**src/rtl/mem_requester.sv**
```systemverilog
// Single-outstanding RAM requester; store resp at accept+2, load at accept+READ_LATENCY+2, held until resp_ready.
// Optional MEM_REQUESTER_BOUNDS_CHECK_EN rejects addresses >= MEM_DEPTH with resp_err and no RAM access.
module mem_requester #(
  parameter int DATA_WIDTH   = 64,
  parameter int ADDR_WIDTH   = 12,
  parameter int READ_LATENCY = 1,
  parameter int MEM_DEPTH    = 4096
) (
  input  logic                  clk,
  input  logic                  rst,
  input  logic                  req_valid,
  output logic                  req_ready,
  input  logic                  req_write,
  input  logic [ADDR_WIDTH-1:0] req_addr,
  input  logic [DATA_WIDTH-1:0] req_wdata,
  output logic                  resp_valid,
  input  logic                  resp_ready,
  output logic [DATA_WIDTH-1:0] resp_rdata,
  output logic                  resp_err,
  output logic [ADDR_WIDTH-1:0] ram_addr,
  output logic [DATA_WIDTH-1:0] ram_data_in,
  input  logic [DATA_WIDTH-1:0] ram_data_out,
  output logic                  ram_cs,
  output logic                  ram_we,
  output logic                  ram_oe
);

  typedef enum logic [2:0] {IDLE, WR, RD, CAP, RESP} state_t;

  localparam logic [1:0] LAT_INIT = 2'(READ_LATENCY - 1);

  state_t     state, state_nxt;
  logic [1:0] lat_cnt;
  logic       accept;
  logic       oob;

  assign accept = req_valid && (state == IDLE);

`ifdef MEM_REQUESTER_BOUNDS_CHECK_EN
  localparam logic [ADDR_WIDTH:0] DEPTH_LIM = (ADDR_WIDTH + 1)'(MEM_DEPTH);
  logic err_q;

  assign oob      = ({1'b0, req_addr} >= DEPTH_LIM);
  assign resp_err = err_q;

  always_ff @(posedge clk) begin
    if (rst) begin
      err_q <= 1'b0;
    end else if (accept) begin
      err_q <= oob;
    end else if (state == RESP && resp_ready) begin
      err_q <= 1'b0;
    end
  end
`else
  logic [31:0] unused_mem_depth;

  assign unused_mem_depth = 32'(MEM_DEPTH);
  assign oob              = 1'b0;
  assign resp_err         = 1'b0;
`endif

  always_comb begin
    state_nxt = state;
    case (state)
      IDLE: begin
        if (accept) begin
          if (oob)            state_nxt = RESP;
          else if (req_write) state_nxt = WR;
          else                state_nxt = RD;
        end
      end
      WR:      state_nxt = RESP;
      RD:      if (lat_cnt == 2'd0) state_nxt = CAP;
      CAP:     state_nxt = RESP;
      RESP:    if (resp_ready) state_nxt = IDLE;
      default: state_nxt = IDLE;
    endcase
  end

  always_ff @(posedge clk) begin
    if (rst) state <= IDLE;
    else     state <= state_nxt;
  end

  // Address/data latch at accept and hold afterwards; rdata cleared so stores and rejects return 0.
  always_ff @(posedge clk) begin
    if (rst) begin
      ram_addr    <= '0;
      ram_data_in <= '0;
      resp_rdata  <= '0;
      lat_cnt     <= '0;
    end else begin
      if (accept) begin
        ram_addr    <= req_addr;
        ram_data_in <= req_wdata;
        resp_rdata  <= '0;
        lat_cnt     <= LAT_INIT;
      end
      if (state == RD && lat_cnt != 2'd0) lat_cnt <= lat_cnt - 2'd1;
      if (state == CAP) resp_rdata <= ram_data_out;
    end
  end

  // Strobes decode from state alone, so we and oe are mutually exclusive by construction.
  always_comb begin
    ram_cs = 1'b0;
    ram_we = 1'b0;
    ram_oe = 1'b0;
    case (state)
      WR: begin
        ram_cs = 1'b1;
        ram_we = 1'b1;
      end
      RD, CAP: begin
        ram_cs = 1'b1;
        ram_oe = 1'b1;
      end
      default: ;
    endcase
  end

  assign req_ready  = (state == IDLE);
  assign resp_valid = (state == RESP);

endmodule
```
**config.mk**
```make
export PLATFORM = sky130hd
export DESIGN_NAME = mem_requester
export DESIGN_NICKNAME = d
export VERILOG_FILES = /design/src/rtl/mem_requester.sv
export SDC_FILE = /design/constraint.sdc
export NUM_CORES = 1
export LEC_CHECK = 0
export BUFFER_PORTS_ARGS = -buffer_cell sky130_fd_sc_hd__buf_4
export CORE_AREA = 4 4 112 114
export CTS_BUF_LIST = sky130_fd_sc_hd__clkbuf_4
export CTS_CLUSTER_SIZE = 25
export DETAILED_ROUTE_END_ITERATION = 10
export DIE_AREA = 0 0 116 118
export GPL_ROUTABILITY_DRIVEN = 0
export PLACE_DENSITY = 0.88
export SKIP_LAST_GASP = 1
export SYNTH_ARGS = -nofsm -noshare
export SYNTH_HDL_FRONTEND = slang
export SYNTH_SLANG_ARGS = --single-unit
```
**constraint.sdc**
```tcl
create_clock -name clk -period 2.82 [get_ports clk]
set_input_delay 0.564 -clock clk [delete_from_list [all_inputs] [get_ports clk]]
set_output_delay 0.564 -clock clk [all_outputs]
set_load 0.005 [all_outputs]
```
==> summary.txt, run 1 <==
STA
  – Setup Skew: 13.9 ps
  – Final Hold Fails: 0
  – Fmax: 448 MHz
  – Setup-failing EPs final: 0
  – Setup_tns: 0 ps
  – Final worst path period share: 0.791
  – Slew Viols, Final: 0
  – RSZ-0062 raised after global routing: no
  – Min Tclk post-route: 2230 ps
  – Worst slew margin: 0.436
  – Worst slew pin tran: 846 ps

Layout
  – P&R area growth vs syn: 50.8%
  – Area of the multi-input gates: 0.00172 mm²
  – Final Cell Area: 0.00732 mm²
  – Register area: 0.00290 mm²
  – Fraction of layout cells with a size suffix above 1: 0.414
  – Fill count: 949
  – Nets: 928

Detailed routing
  – Initial DRC count: 318
  – Vias: 4589
  – 1st-pass router iterations: 4
  – Vias per inst: 4.90
  – Routed WL per cell: 15.6 µm
  – WL final: 14.6 mm
  – Drc violations: 0
  – Post-route ant nets: 0

CTS
  – CTS buffer count: 17
  – Root Driver: clkbuf_4
  – Longest Clk Path Bufs: 2
  – CTS tree: done
  – Postcts setup bufs: 0
  – H-Tree Depth: 4
  – Post-cts sizing count: 0
  – Worst-skew pair later-pin latency: 520 ps
  – # clock sinks: 145
  – Clk slew on worst S/H paths: 120 ps
  – Hold_buf cts: 0

Synth
  – Share of flip-flops with an asynchronous set or reset: 0
  – Yosys warns: 0
  – Top-count cell post-synth: nand2_1
  – Dominant cell type by area after synthesis: dfxtp_1
  – Top-area cell type share of the netlist area: 0.598
  – Top FF cell, synth: dfxtp_1
  – Commonest cells post-synth: nand2_1, dfxtp_1, a21oi_1
  – #FFs+latches synth: 145
  – Syn Std Cell Area: 0.00486 mm²
  – Mapped Cells: 511
  – Yosys cell types: 27
  – Seq/Total Area, Yosys: 0.598
  – EDFF count, synth: 0
  – Syn Area/Cell: 9.51 µm²
  – Syn Nets: 657
  – Largest cells by area after synthesis: dfxtp_1, nand2_1, a22o_1

Placed design
  – Placed inst area: 0.00705 mm²
  – IO buf count: 289
  – Hpwl dp: 10.4 mm

Pwr
  – Peak VDD IR: 0.000405 V
  – Leak: 3.39 nW
  – Pwr Density: 559 mW/mm²

Global route
  – Vias in the first global route: 4211
  – Met1 global-route usage: 0.223
  – Global-route usage over all layers: 0.201
  – Global route overflow: 0
  – Largest net degree at the start of global routing: 82
  – First-pass GRT wire length: 21.5 mm
  – Antenna violations before repair: 0
  – Busiest grt layer: met2
  – Met3 GRT Util: 0.102
  – Met2 Track Usage GR: 0.326

Hold path
  – Hold Crit Class: primary input to register
  – Hold Crit Start: ram_data_out[48]
  – Hold path depth: 2
  – Worst Hold End: resp_rdata[48]

Critical path
  – Startpoint types: register
  – CP bufs+invs: 2
  – Reg2reg setup slack: 880 ps
  – Worst Path Arrival: 1670 ps
  – Worst R2R Path Depth: 4
  – RR Startpoint: state[2]
  – Reg-to-Reg End: resp_rdata[26]
  – Max Fanout on Critical Path: 11
  – CP top delay family: flip-flops
  – Max stage delay on crit path: 580 ps
  – Slowest CP cell: dfxtp_1
  – CP Capture Type: output pin
  – CP Class: register to output pin
  – Worst-path cell chain: inv_1 -> nor3_1 -> buf_4
  – CP startpoint: state[2]
  – Required time at the worst-slack endpoint: 2260 ps

Floorplan
  – Ports: 291
  – Num rows: 39
  – Die width: 116 µm
  – Total die area: 0.0137 mm²
  – Vert. Die Dim: 118 µm
  – Core region area: 0.0114 mm²
  – Starting Density: 0.425

Outcome
  – Status: finished clean

Flow run
  – Max-Cap Viols: 0
## per-layer routing
metal | wire [µm] | part of all wire | up-vias
met4 | 267 | 0.018 | 0
met3 | 1760 | 0.12 | 18
met1 | 5550 | 0.38 | 2084
met5 | 0 | 0 | -
met2 | 6990 | 0.48 | 199
li1 | - | - | 2288
## logic make-up (layout without fill, tap and decap cells)
| family | Yosys count | in the layout | share of synthesized area |
|---|---|---|---|
| compound gates | 146 | 146 | 0.205 |
| fa+ha+maj | 1 | 1 | 0.00258 |
| simple gates | 171 | 171 | 0.146 |
| buf+inv | 47 | 328 | 0.0477 |
| other cells | 1 | 2 | 0.000772 |
| flops | 145 | 145 | 0.598 |
## registers in the layout, indices dropped and copies added (netlist names)
| name | count |
|---|---|
| lat_cnt | 2 |
| ram_data_in | 64 |
| state | 3 |
| ram_addr | 12 |
| resp_rdata | 64 |
## worst max path at each step
stage / to / slack [ps] / cells past startpoint
2_1_floorplan: ram_addr[0] / 1130 / 6
3_3_place_gp: resp_rdata[37] / 830 / 5
3_5_place_dp: ram_addr[4] / 810 / 5
4_1_cts: resp_valid / 520 / 3
5_1_grt: resp_valid / 380 / 3
6_report: resp_valid / 590 / 3
## cell usage in the layout (no fill, tap or decap), types with 2 or more instances in the layout
master | Yosys | final
a22o_1 | 64 | 64
clkbuf_4 | 0 | 17
inv_1 | 4 | 4
nor3_1 | 2 | 2
clkinvlp_4 | 0 | 3
bufinv_16 | 0 | 3
buf_4 | 8 | 294
nand2_1 | 153 | 153
dfxtp_1 | 145 | 145
a21oi_1 | 80 | 80
nor2_1 | 3 | 3
clkinv_2 | 0 | 4
nand3_1 | 2 | 2
## worst reg2reg max path, delay by kind of cell, from the launching register on
family | cells | cell delay, ps
DFF | 1 | 580
AOI/OAI and AO/OA | 2 | 540
buffers and inverters | 2 | 770
## area by class of cell
type,instances,area share
multi-input combinational,319,0.235
tap,143,0.0244
antenna,1,0.000342
clock buffer,17,0.0174
clock inverter,12,0.0198
sequential,145,0.396
timing repair buffer,295,0.304
inverter,4,0.00205
## through the flow
step	worst slack [ps]	total power [mW]	utilization	hold slack, ps	cells
final	590	4.09	0.641	239	936
after global routing	380	4.29	0.641	175	935
after CTS	524	4.15	0.641	179	935
after detailed placement	807	2.86	0.617	447	906
after global placement	826	2.84	0.617	443	906
after floorplan	1130	2.50	-	444	511
## where the power goes
group	switching, mW	internal [mW]
logic	0.280	0.321
clock network	0.698	0.591
registers	0.0568	2.14
total	1.03	3.06
Power figures use the tool's default switching activity.
==> run 2, diff against run 1 <==
--- a/config.mk
+++ b/config.mk
@@ -6,13 +6,13 @@
 export NUM_CORES = 1
 export LEC_CHECK = 0
 export BUFFER_PORTS_ARGS = -buffer_cell sky130_fd_sc_hd__buf_4
-export CORE_AREA = 4 4 112 114
+export CORE_MARGIN = 4
+export CORE_UTILIZATION = 45
 export CTS_BUF_LIST = sky130_fd_sc_hd__clkbuf_4
 export CTS_CLUSTER_SIZE = 25
 export DETAILED_ROUTE_END_ITERATION = 10
-export DIE_AREA = 0 0 116 118
 export GPL_ROUTABILITY_DRIVEN = 0
-export PLACE_DENSITY = 0.88
+export PLACE_DENSITY = 0.93
 export SKIP_LAST_GASP = 1
 export SYNTH_ARGS = -nofsm -noshare
 export SYNTH_HDL_FRONTEND = slang
==> constraint.sdc (replaced) <==
create_clock -name clk -period 2.2 [get_ports clk]
set_input_delay 0.44 -clock clk [delete_from_list [all_inputs] [get_ports clk]]
set_output_delay 0.44 -clock clk [all_outputs]
set_load 0.005 [all_outputs]
==> summary.txt, run 2 (synthesis results as in run 1) <==
Outcome
  – Status: finished clean (unchanged)

Critical path
  – CP Capture Type: register (was output pin)
  – Max Fanout on Critical Path: 64 (was 11)
  – Startpoint types: register (unchanged)
  – Required time at the worst-slack endpoint: 2670 ps (was 2260 ps)
  – Worst-path cell chain: nor2b_1 -> and3b_2 -> a22o_1 (was inv_1 -> nor3_1 -> buf_4)
  – CP Class: register to register (was register to output pin)
  – Max stage delay on crit path: 970 ps (was 580 ps)
  – Worst Path Arrival: 2520 ps (was 1670 ps)
  – Slowest CP cell: and3b_2 (was dfxtp_1)

Placed design
  – Placed Cells incl. Taps: 901 (was 906)
  – Hpwl dp: 11.6 mm (was 10.4 mm)
  – IO buf count: 289 (unchanged)

STA
  – Final Hold Fails: 0 (unchanged)
  – Fmax: 487 MHz
  – Setup_tns: 0 ps (unchanged)
  – RSZ-0062 raised after global routing: no (unchanged)
  – Setup Skew: 10.0 ps (was 13.9 ps)
  – Setup-failing EPs final: 0 (unchanged)
  – Slew Viols, Final: 0 (unchanged)
  – Min Tclk post-route: 2050 ps
  – Worst slew pin tran: 1140 ps (was 846 ps)
  – Worst slew margin: 0.242 (was 0.436)
  – Final worst path period share: 0.934

Layout
  – ANT cells: 0 (was 1)
  – Post-Layout Cell Count: 933 (was 936)
  – Commonest non-fill, non-tap cell in the layout: buf_4 (unchanged)
  – Fraction of layout cells with a size suffix above 1: 0.417 (was 0.414)
  – Commonest non-fill, non-tap cells in the layout: buf_4, nand2_1, dfxtp_1, a21oi_1, a22o_1 (unchanged)
  – Nets: 930 (was 928)
  – P&R area growth vs syn: 52.0% (was 50.8%)
  – Largest registers: ram_data_in: 64 flops, resp_rdata: 64 flops, ram_addr: 12 flops (unchanged)
  – Fill count: 755 (was 949)

Pwr
  – Leak: 3.44 nW (was 3.39 nW)
  – Internal power: 4.18 mW (was 3.06 mW)
  – Combinational cell fraction of total power: 0.143 (was 0.147)
  – Sw power: 1.35 mW (was 1.03 mW)
  – Switching share of total power: 0.245 (was 0.253)
  – Pwr Density: 749 mW/mm² (was 559 mW/mm²)
  – Peak VDD IR: 0.000460 V (was 0.000405 V)
  – Power share of the clock group: 0.347 (was 0.315)
  – Sequential cell fraction of total power: 0.510 (was 0.538)

Global route
  – Largest net degree at the start of global routing: 77 (was 82)
  – Vias in the first global route: 4689 (was 4211)
  – First-pass GRT wire length: 24.2 mm (was 21.5 mm)
  – Antenna violations before repair: 0 (unchanged)
  – Global-route usage over all layers: 0.242 (was 0.201)
  – Global route overflow: 0 (unchanged)

CTS
  – # clock sinks: 145 (unchanged)
  – Worst-skew pair later-pin latency: 520 ps (about the same)
  – Clk slew on worst S/H paths: 120 ps (about the same)
  – Postcts setup bufs: 0 (unchanged)
  – CTS buffer count: 17 (unchanged)
  – Post-cts sizing count: 0 (unchanged)
  – CTS tree: done (unchanged)
  – Longest Clk Path Bufs: 2 (unchanged)
  – Hold_buf cts: 0 (unchanged)
  – H-Tree Depth: 4 (unchanged)
  – Root Driver: clkbuf_4 (unchanged)

Floorplan
  – Total die area: 0.0125 mm² (was 0.0137 mm²)
  – Starting Density: 0.466 (was 0.425)
  – Vert. Die Dim: 112 µm (was 118 µm)
  – Ports: 291 (unchanged)
  – Die width: 112 µm (was 116 µm)
  – Num rows: 37 (was 39)
  – Core region area: 0.0104 mm² (was 0.0114 mm²)

Detailed routing
  – Vias: 4698 (was 4589)
  – Routed WL per cell: 16.7 µm (was 15.6 µm)
  – Drc violations: 0 (unchanged)
  – Post-route ant nets: 0 (unchanged)
  – WL final: 15.6 mm (was 14.6 mm)
  – Initial DRC count: 342 (was 318)
  – 1st-pass router iterations: 4 (unchanged)
  – Vias per inst: 5.04 (was 4.90)

Flow run
  – Max-Cap Viols: 0 (unchanged)

Hold path
  – Hold Crit Class: primary input to register (unchanged)
## run 2: power groups by stage
stage	Clock [mW]	Combinational, mW	Sequential (mW)
floorplan	0	0.326	2.88
global route	2.07	0.870	2.84
detailed placement	0	0.797	2.88
CTS	1.97	0.799	2.82
global placement	0	0.771	2.87
finish	1.92	0.792	2.82
## run 2: through the flow
| step | area, µm² | hold WS (ps) | setup WS [ps] | total power, mW | utilization |
|---|---|---|---|---|---|
| floorplan | 4860 | 444 | 635 | 3.21 | - |
| global placement | 7050 | 443 | 327 | 3.64 | 0.677 |
| detailed placement | 7050 | 447 | 192 | 3.68 | 0.677 |
| CTS | 7380 | 49.0 | 109 | 5.59 | 0.709 |
| global route | 7380 | 48.5 | 38.9 | 5.78 | 0.709 |
| finish | 7380 | 114 | 145 | 5.53 | 0.709 |
## run 2: worst paths after layout
path	slack, ps	depth (start not counted)	end	from
max	150	3	resp_rdata[20]	state[1]
min	110	2	resp_rdata[9]	ram_data_out[9]
min reg2reg	460	2	ram_data_in[41]	ram_data_in[41]
max reg2reg	150	3	resp_rdata[20]	state[1]
## run 2: cell type report
class | instances | area (µm²) | share of cell area
Multi-Input combinational cell | 319 | 1720 | 0.233
Tap cell | 136 | 170 | 0.0230
Timing Repair Buffer | 297 | 2240 | 0.304
Clock buffer | 18 | 135 | 0.0183
Sequential cell | 145 | 2900 | 0.393
Clock inverter | 14 | 194 | 0.0263
Inverter | 4 | 15.0 | 0.00203
## run 2: worst max-delay path, delay by kind of cell (launching register included)
family | cells | cell delay [ps]
AOI/OAI and AO/OA | 1 | 270
and+or+nand+nor | 2 | 1190
DFF | 1 | 510
## run 2: per-layer routing
metal / global-route usage / vias to the layer above / part of all wire
met3: 0.108 / 25 / 0.11
met4: 0.0770 / 0 / 0.016
met2: 0.438 / 226 / 0.52
met5: 0 / - / 0
met1: 0.250 / 2158 / 0.36
li1: - / 2289 / -
